**src/rtl/norm_pkg.sv**
```systemverilog
// Shared types and constants for the sequential normalizer.
package norm_pkg;

    typedef enum logic [1:0] {
        IDLE,
        SHIFT,
        DONE
    } norm_state_e;

    localparam int DEF_WIDTH = 8;

    // Shift-count width; a one-bit floor keeps the port legal for tiny widths.
    function automatic int calc_shw(input int width);
        return (width > 1) ? $clog2(width) : 1;
    endfunction

endpackage

```
**src/rtl/seq_normalizer.sv**
```systemverilog
// Iterative normalizer: shifts one bit per cycle until the leading bit is set.
// Define NORM_DIR_EN to add in_dir and trailing-zero (right) normalization.
module seq_normalizer
    import norm_pkg::*;
#(
    parameter int WIDTH = DEF_WIDTH,
    localparam int SHW = calc_shw(WIDTH)
) (
    input  logic             clk,
    input  logic             rst,
    input  logic             in_valid,
    output logic             in_ready,
    input  logic [WIDTH-1:0] in_data,
`ifdef NORM_DIR_EN
    input  logic             in_dir,
`endif
    output logic             out_valid,
    input  logic             out_ready,
    output logic [WIDTH-1:0] out_data,
    output logic [SHW-1:0]   out_shift,
    output logic             out_zero
);

    norm_state_e      state, state_d;
    logic [WIDTH-1:0] data_q, data_d, shifted;
    logic [SHW-1:0]   cnt, cnt_d;
    logic             zero_q, zero_d;
    logic             init_hit, step_hit;

`ifdef NORM_DIR_EN
    logic dir_q, dir_d;

    // Direction is frozen at accept so a transaction never changes course.
    assign init_hit = in_dir ? in_data[0] : in_data[WIDTH-1];
    assign step_hit = dir_q ? data_q[1] : data_q[WIDTH-2];
    assign shifted  = dir_q ? (data_q >> 1) : (data_q << 1);

    always_ff @(posedge clk or posedge rst) begin
        if (rst) dir_q <= 1'b0;
        else     dir_q <= dir_d;
    end

    always_comb begin
        dir_d = dir_q;
        if (state == IDLE && in_valid) dir_d = in_dir;
    end
`else
    assign init_hit = in_data[WIDTH-1];
    assign step_hit = data_q[WIDTH-2];
    assign shifted  = data_q << 1;
`endif

    always_ff @(posedge clk or posedge rst) begin
        if (rst) begin
            state  <= IDLE;
            data_q <= '0;
            cnt    <= '0;
            zero_q <= 1'b0;
        end else begin
            state  <= state_d;
            data_q <= data_d;
            cnt    <= cnt_d;
            zero_q <= zero_d;
        end
    end

    // Termination looks at the bit about to become the leading bit, so DONE
    // is entered on the same edge that completes the final shift.
    always_comb begin
        state_d = state;
        data_d  = data_q;
        cnt_d   = cnt;
        zero_d  = zero_q;
        unique case (state)
            IDLE: begin
                if (in_valid) begin
                    data_d = in_data;
                    cnt_d  = '0;
                    if (in_data == '0) begin
                        zero_d  = 1'b1;
                        state_d = DONE;
                    end else if (init_hit) begin
                        state_d = DONE;
                    end else begin
                        state_d = SHIFT;
                    end
                end
            end
            SHIFT: begin
                data_d = shifted;
                cnt_d  = cnt + SHW'(1);
                if (step_hit) state_d = DONE;
            end
            DONE: begin
                if (out_ready) begin
                    state_d = IDLE;
                    zero_d  = 1'b0;
                end
            end
            default: state_d = IDLE;
        endcase
    end

    assign in_ready  = (state == IDLE);
    assign out_valid = (state == DONE);
    assign out_data  = data_q;
    assign out_shift = cnt;
    assign out_zero  = zero_q;

endmodule

```
**config.mk**
```make
export PLATFORM = sky130hd
export DESIGN_NAME = seq_normalizer
export DESIGN_NICKNAME = d
export VERILOG_FILES = /design/src/rtl/norm_pkg.sv /design/src/rtl/seq_normalizer.sv
export SDC_FILE = /design/constraint.sdc
export NUM_CORES = 1
export LEC_CHECK = 0
export BUFFER_PORTS_ARGS = -buffer_cell sky130_fd_sc_hd__buf_2
export CAP_MARGIN = 20
export CORE_MARGIN = 3
export CORE_UTILIZATION = 45
export CTS_BUF_LIST = sky130_fd_sc_hd__clkbuf_4
export DETAILED_ROUTE_END_ITERATION = 6
export HOLD_SLACK_MARGIN = 0.03
export PLACE_DENSITY = 0.74
export RECOVER_POWER = 25
export SLEW_MARGIN = 20
export SYNTH_ARGS = -nofsm -noshare
export SYNTH_HDL_FRONTEND = slang
export SYNTH_SLANG_ARGS = --single-unit
```
**constraint.sdc**
```tcl
create_clock -name clk -period 1.32 [get_ports clk]
set_input_delay 0.066 -clock clk [delete_from_list [all_inputs] [get_ports clk]]
set_output_delay 0.066 -clock clk [all_outputs]
set_load 0.005 [all_outputs]
```
==> out/qor.csv, run 1 <==
stage,metric,value,unit
status,status,"complete, no violations",
layout,final_cell_mix,"25 x buf_2, 14 x dfrtp_1, 6 x a21oi_1, 6 x nand2_1, 5 x o21ai_1",
sta,worst_pin_slew,0.556,ns
logic_synthesis,seq_area_frac_synth,45.5,%
clock_network,post_cts_buffers,0,
setup_path,crit_arrival,1.19,ns
global_route,grt_usage,17.6,%
clock_network,htreeDepth,1,
sta,setup_slack,0.0674,ns
setup_path,start_kind,register,
global_route,grt_pass1_vias,599,
logic_synthesis,yosys_warnings,0,
setup_path,cp-end-kind,output port,
placement,port_buffers,25,
layout,area_growth,23.4,%
sta,finalMaxSlewViolations,0,
sta,whs,0.0988,ns
route,drc,0,
die,coreArea,1560,sq um
layout,final_common_cell,buf_2,
clock_network,cts_tree,built,
global_route,antenna_found_initial,0,
layout,num_antenna_cells,0,
clock_network,cts_made_buffers,3,
clock_network,cts.repair.resized,0,
power_and_ir_drop,powerDensity,2090,nW/um^2
setup_path,rrSetupSlack,0.10,ns
logic_synthesis,synth_seq_cells,14,
logic_synthesis,synth.cell_area,771,sq um
global_route,gr-total-overflow,0,
route,drt-wirelength-per-cell,14.6,um
logic_synthesis,synth_cell_type_count,28,
setup_path,crit_start,state[0],
die,die_area,2250,sq um
sta,slew_headroom,62.9,%
power_and_ir_drop,power.share.clock,12.9,%
clock_network,cts.sinks,14,
setup_path,cp_max_fo,12,
power_and_ir_drop,power.switching,0.770,mW
die,ioPinCount,26,
sta,fmax,0.798,GHz
clock_network,cts_root_buf,clkbuf_4,
sta,final-setup-viol-count,0,
sta,post-route-period-util,94.9,%
die,rows,14,
power_and_ir_drop,pwr-share-comb,47.9,%
power_and_ir_drop,p_leak,0.487,nW
sta,hold_viol,0,
power_and_ir_drop,pwr-share-seq,39.2,%
setup_path,cp-endpoint,in_ready,
setup_path,required,1.25,ns
layout,layout-drive-gt1-share,42.4,%
logic_synthesis,syn-num-nets,82,
power_and_ir_drop,ir_drop,992,uV
route,totalWireLength,1680,um
power_and_ir_drop,p_sw_share,38.8,%
global_route,grt_max_degree,15,
route,viasPerCell,5.75,
layout,final_core_util,61.0,%
power_and_ir_drop,p_int,1.21,mW
setup_path,worstSetupPathType,reg -> out,
logic_synthesis,syn_inst,69,
setup_path,r2r_start,state[1],
route,ant_nets,0,
sta,rsz0062_at_grt,false,
global_route,grt_pass1_wl,2630,um
sta,fin_setup_tns,0,ns
clock_network,ctsLongestPathBuffers,2,
worst_hold_path,hold_path.class,in -> reg,
route,drt_iter0_drc,24,
clock_network,clkTransAtPathRegs,0.09,ns
placement,place_ws,0.122,ns
logic_synthesis,syn_area_per_cell,11.2,sq um
die,initial_utilization,49.4,%
setup_path,ff2ff_path_depth,4,
layout,nNetsFinal,113,
sta,finalClockSkew,0.00820,ns
setup_path,r2r_end,state[1],
route,vias,661,
sta,min_period,1.25,ns
clock_network,ctsHoldBuffers,1,
die,die_x,47.4,um
placement,gp_congestion,0.753,
die,fp.dieH,47.4,um
clock_network,clkLatencyLatePin,0.28,ns
route,firstDrtPassIters,5,
run,maxCapViolCount,0,
placement,dp_hpwl,1270,um
==> critical path: stages, from the launching register on <==
cell and delay [ns]:
dfrtp_1 0.42, buf_4 0.19, nor2_4 0.16, buf_2 0.13
==> registers in the layout, indices dropped and copies added, names as in the netlist <==
name       flops
out_data       8
out_shift      3
out_zero       1
state          2
==> power by group through the flow <==
stage	Sequential (mW)	Clock, mW	Combinational, mW
finish	0.778	0.256	0.950
global route	0.814	0.282	1.04
CTS	0.781	0.257	0.957
detailed placement	0.786	0	0.950
global placement	0.773	0	0.938
floorplan	0.762	0	0.623
==> per-stage QoR <==
step / power [mW] / std cells / instance area (sq um)
final: 1.98 / 115 / 951
after detailed placement: 1.74 / 110 / 915
after global routing: 2.14 / 115 / 951
after global placement: 1.71 / 110 / 915
after floorplan: 1.38 / 69 / 771
after CTS: 2.00 / 115 / 951
==> cell usage after synthesis <==
| master | count | area (sq um) |
|---|---|---|
| mux2_2 | 2 | 22.5 |
| o21ai_1 | 5 | 25.0 |
| ha_1 | 1 | 12.5 |
| a32o_1 | 1 | 10.0 |
| a21oi_2 | 1 | 8.76 |
| a32o_2 | 1 | 11.3 |
| nand2_1 | 6 | 22.5 |
| a21oi_1 | 6 | 30.0 |
| a41o_1 | 1 | 10.0 |
| o21ai_0 | 2 | 10.0 |
| buf_4 | 2 | 15.0 |
| dfrtp_1 | 14 | 350 |
| nor2_1 | 1 | 3.75 |
| o21bai_1 | 1 | 7.51 |
| nor2b_2 | 1 | 8.76 |
| nor2b_1 | 4 | 25.0 |
| buf_6 | 1 | 11.3 |
| o21bai_4 | 1 | 18.8 |
| nor2_4 | 1 | 11.3 |
| inv_1 | 2 | 7.51 |
| a22oi_1 | 3 | 22.5 |
| and3b_2 | 1 | 10.0 |
| and3b_1 | 4 | 35.0 |
| a21boi_1 | 1 | 7.51 |
| buf_2 | 1 | 5.00 |
| a22o_1 | 2 | 17.5 |
| a2bb2oi_1 | 1 | 8.76 |
| nor4_4 | 2 | 42.5 |
==> area by class of cell <==
class	count	area [sq um]
fillers	144	608
well taps	16	20.0
multi-input cells	49	382
repair buffers	30	165
clock buffers	3	22.5
clock inverters	1	3.75
flip-flops and latches	14	350
inverters	2	7.51
==> worst min-delay path by stage <==
stage / from / endpoint / slack [ns] / cells past startpoint
5_1_grt: in_data[0] / out_data[0] / 0.11 / 2
3_3_place_gp: rst / out_shift[2] / 0.14 / 2
3_5_place_dp: rst / out_shift[2] / 0.14 / 2
2_1_floorplan: rst / out_data[0] / -0.04 / 1
4_1_cts: in_data[0] / out_data[0] / 0.10 / 2
6_report: in_data[0] / out_data[0] / 0.1 / 2
==> per-layer routing <==
layer  vias to the layer above  wire (um)  global-route usage [%]
met5                         -          0                       0
met1                       326        758                    22.1
met3                         4         87                    4.98
li1                        314          -                       -
met2                        17        808                    26.5
met4                         0         26                    11.0
==> cell families (layout without fill, tap and decap cells) <==
| kind of cell | after synthesis | count (layout) | share of synthesized area [%] |
|---|---|---|---|
| adder cells (fa/ha/maj) | 1 | 1 | 1.62 |
| flip-flops | 14 | 14 | 45.5 |
| buffers and inverters | 6 | 36 | 5.03 |
| AO/OA/AOI/OAI | 26 | 26 | 24.4 |
| multiplexers | 2 | 2 | 2.92 |
| AND/OR/NAND/NOR | 20 | 20 | 20.6 |
No activity file was read; power rests on OpenSTA's default activity.
==> inputs of run 2 (changes only) <==
Settings changed: CORE_MARGIN 3 to 10.
==> run 2 against run 1 <==
Compared with the run above: sequential share of layout area rose by 0.38 points; global-route usage shrank 7.4 points; design area decreased by 0.66%; clock-buffer cell count is the same; clock power down 3%; critical endpoint unchanged; largest power group unchanged.
==> out/qor.csv, run 2 (same netlist as run 1, synthesis figures left out) <==
stage,metric,value,unit,change
global_route,gr-total-overflow,0,,unchanged
layout,layout-drive-gt1-share,42.9,%,was 42.4%
placement,dp_hpwl,1380,um,was 1270 um
power_and_ir_drop,powerDensity,2070,nW/um^2,was 2090 nW/um^2
layout,nNetsFinal,112,,was 113
layout,final_common_cell,buf_2,,unchanged
route,drt-wirelength-per-cell,15.3,um,was 14.6 um
route,viasPerCell,5.55,,was 5.75
setup_path,cp_top_family,flip-flops,,unchanged
sta,post-route-period-util,95.1,%,was 94.9%
layout,final_cell_mix,"25 x buf_2, 13 x dfrtp_1, 6 x a21oi_1, 6 x nand2_1, 5 x o21ai_1",,"was 25 x buf_2, 14 x dfrtp_1, 6 x a21oi_1, 6 x nand2_1, 5 x o21ai_1"
clock_network,cts_root_buf,clkbuf_4,,unchanged
die,ioPinCount,26,,unchanged
layout,largest_reg_flops,8,,unchanged
route,drt_iter0_drc,14,,was 24
setup_path,cp_max_fo,11,,was 12
global_route,grt_pass1_wl,2930,um,was 2630 um
layout,num_antenna_cells,0,,unchanged
worst_hold_path,hold_path.class,in -> reg,,unchanged
clock_network,htreeDepth,1,,unchanged
die,die_x,61.4,um,was 47.4 um
clock_network,ctsLongestPathBuffers,2,,unchanged
global_route,grt_usage,10.3,%,was 17.6%
sta,finalMaxSlewViolations,0,,unchanged
clock_network,cts_made_buffers,3,,unchanged
sta,fin_setup_tns,0,ns,unchanged
setup_path,cp-end-kind,output port,,unchanged
global_route,antenna_found_initial,0,,unchanged
sta,setup_slack,0.0646,ns,was 0.0674 ns
layout,final_core_util,60.6,%,was 61.0%
status,status,"complete, no violations",,unchanged
sta,final-setup-viol-count,0,,unchanged
sta,slew_headroom,64.3,%,was 62.9%
placement,dpl.cell_count,109,,was 110
die,initial_utilization,49.4,%,unchanged
setup_path,path_cells,buf_4 -> nor2_4 -> buf_2,,unchanged
run,maxCapViolCount,0,,unchanged
global_route,grt_max_degree,15,,unchanged
route,vias,633,,was 661
setup_path,critical_path_buf_inv_count,2,,unchanged
clock_network,cts_tree,built,,unchanged
placement,place_ws,0.110,ns,was 0.122 ns
layout,fillers,141,,was 144
setup_path,crit_path_max_incr_delay,0.42,ns,about the same
layout,fin_cells,114,,was 115
setup_path,worstSetupPathType,reg -> out,,unchanged
route,totalWireLength,1740,um,was 1680 um
global_route,grt_pass1_vias,623,,was 599
sta,finalClockSkew,0.00581,ns,was 0.00820 ns
clock_network,clkTransAtPathRegs,0.09,ns,about the same
sta,hold_viol,0,,unchanged
clock_network,post_cts_buffers,0,,unchanged
route,firstDrtPassIters,4,,was 5
route,drc,0,,unchanged
layout,area_growth,22.6,%,was 23.4%
placement,port_buffers,25,,unchanged
die,rows,14,,unchanged
clock_network,cts.sinks,14,,unchanged
power_and_ir_drop,ir_drop,1130,uV,was 992 uV
placement,gp_congestion,0.754,,was 0.753
die,fp.dieH,61.4,um,was 47.4 um
setup_path,required,1.25,ns,about the same
setup_path,start_kind,register,,unchanged
clock_network,clkLatencyLatePin,0.28,ns,about the same
sta,fmax,0.797,GHz,was 0.798 GHz
sta,rsz0062_at_grt,false,,unchanged
power_and_ir_drop,p_leak,0.480,nW,was 0.487 nW
sta,worst_pin_slew,0.534,ns,was 0.556 ns
die,coreArea,1560,sq um,unchanged
die,die_area,3770,sq um,was 2250 sq um
setup_path,slowest_stage,dfrtp_1,,unchanged
route,ant_nets,0,,unchanged
sta,min_period,1.26,ns,was 1.25 ns
setup_path,crit_arrival,1.19,ns,about the same
==> run 2: changes by cell type in the layout (fill, tap and decap cells not counted) <==
cell / delta
buf_4: -1
dfrtp_2: +1
dfrtp_1: -1
==> run 2: timing repair <==
item                       CTS  global route
gates resized for setup      0             1
hold endpoints to repair    14             0
setup endpoints to repair    0             1
hold buffers                 1             0
==> run 2: final cells by class <==
type | instances | area [sq um] | share of cell area (%)
Clock buffer | 3 | 22.5 | 2.38
Clock inverter | 1 | 3.75 | 0.397
Inverter | 2 | 7.51 | 0.795
Multi-Input combinational cell | 49 | 382 | 40.4
Sequential cell | 14 | 352 | 37.2
Tap cell | 16 | 20.0 | 2.12
Timing Repair Buffer | 29 | 158 | 16.7
==> run 2: path summary, 6_finish.rpt <==
check	start	endpoint	slack (ns)	cells past startpoint
max	state[0]	in_ready	0.06	3
min reg2reg	out_data[4]	out_data[4]	0.52	2
min	in_data[0]	out_data[0]	0.08	2
min in group asynchronous	rst	state[0]	0.36	3
max in group asynchronous	rst	state[1]	0.57	3
max reg2reg	out_shift[0]	out_shift[2]	0.11	3
==> run 2: where the power goes <==
part | switching (mW) | internal, mW
logic | 0.437 | 0.478
clock network | 0.139 | 0.110
registers | 0.175 | 0.615
total | 0.751 | 1.20
==> run 2: per-layer routing <==
| metal | up-vias | track usage, % | share of wire [%] |
|---|---|---|---|
| met1 | 294 | 13.4 | 45 |
| met3 | 2 | 3.91 | 8.2 |
| met2 | 24 | 14.9 | 45 |
| met5 | - | 0 | 0 |
| met4 | 0 | 3.82 | 1.1 |
| li1 | 313 | - | - |
==> run 2: per-stage QoR <==
step	cell area (sq um)	power (mW)	hold WS (ns)
finish	945	1.95	0.0777
global route	945	2.13	0.109
CTS	943	1.98	0.0784
detailed placement	907	1.72	0.128
global placement	907	1.71	0.124
floorplan	771	1.38	-0.0448
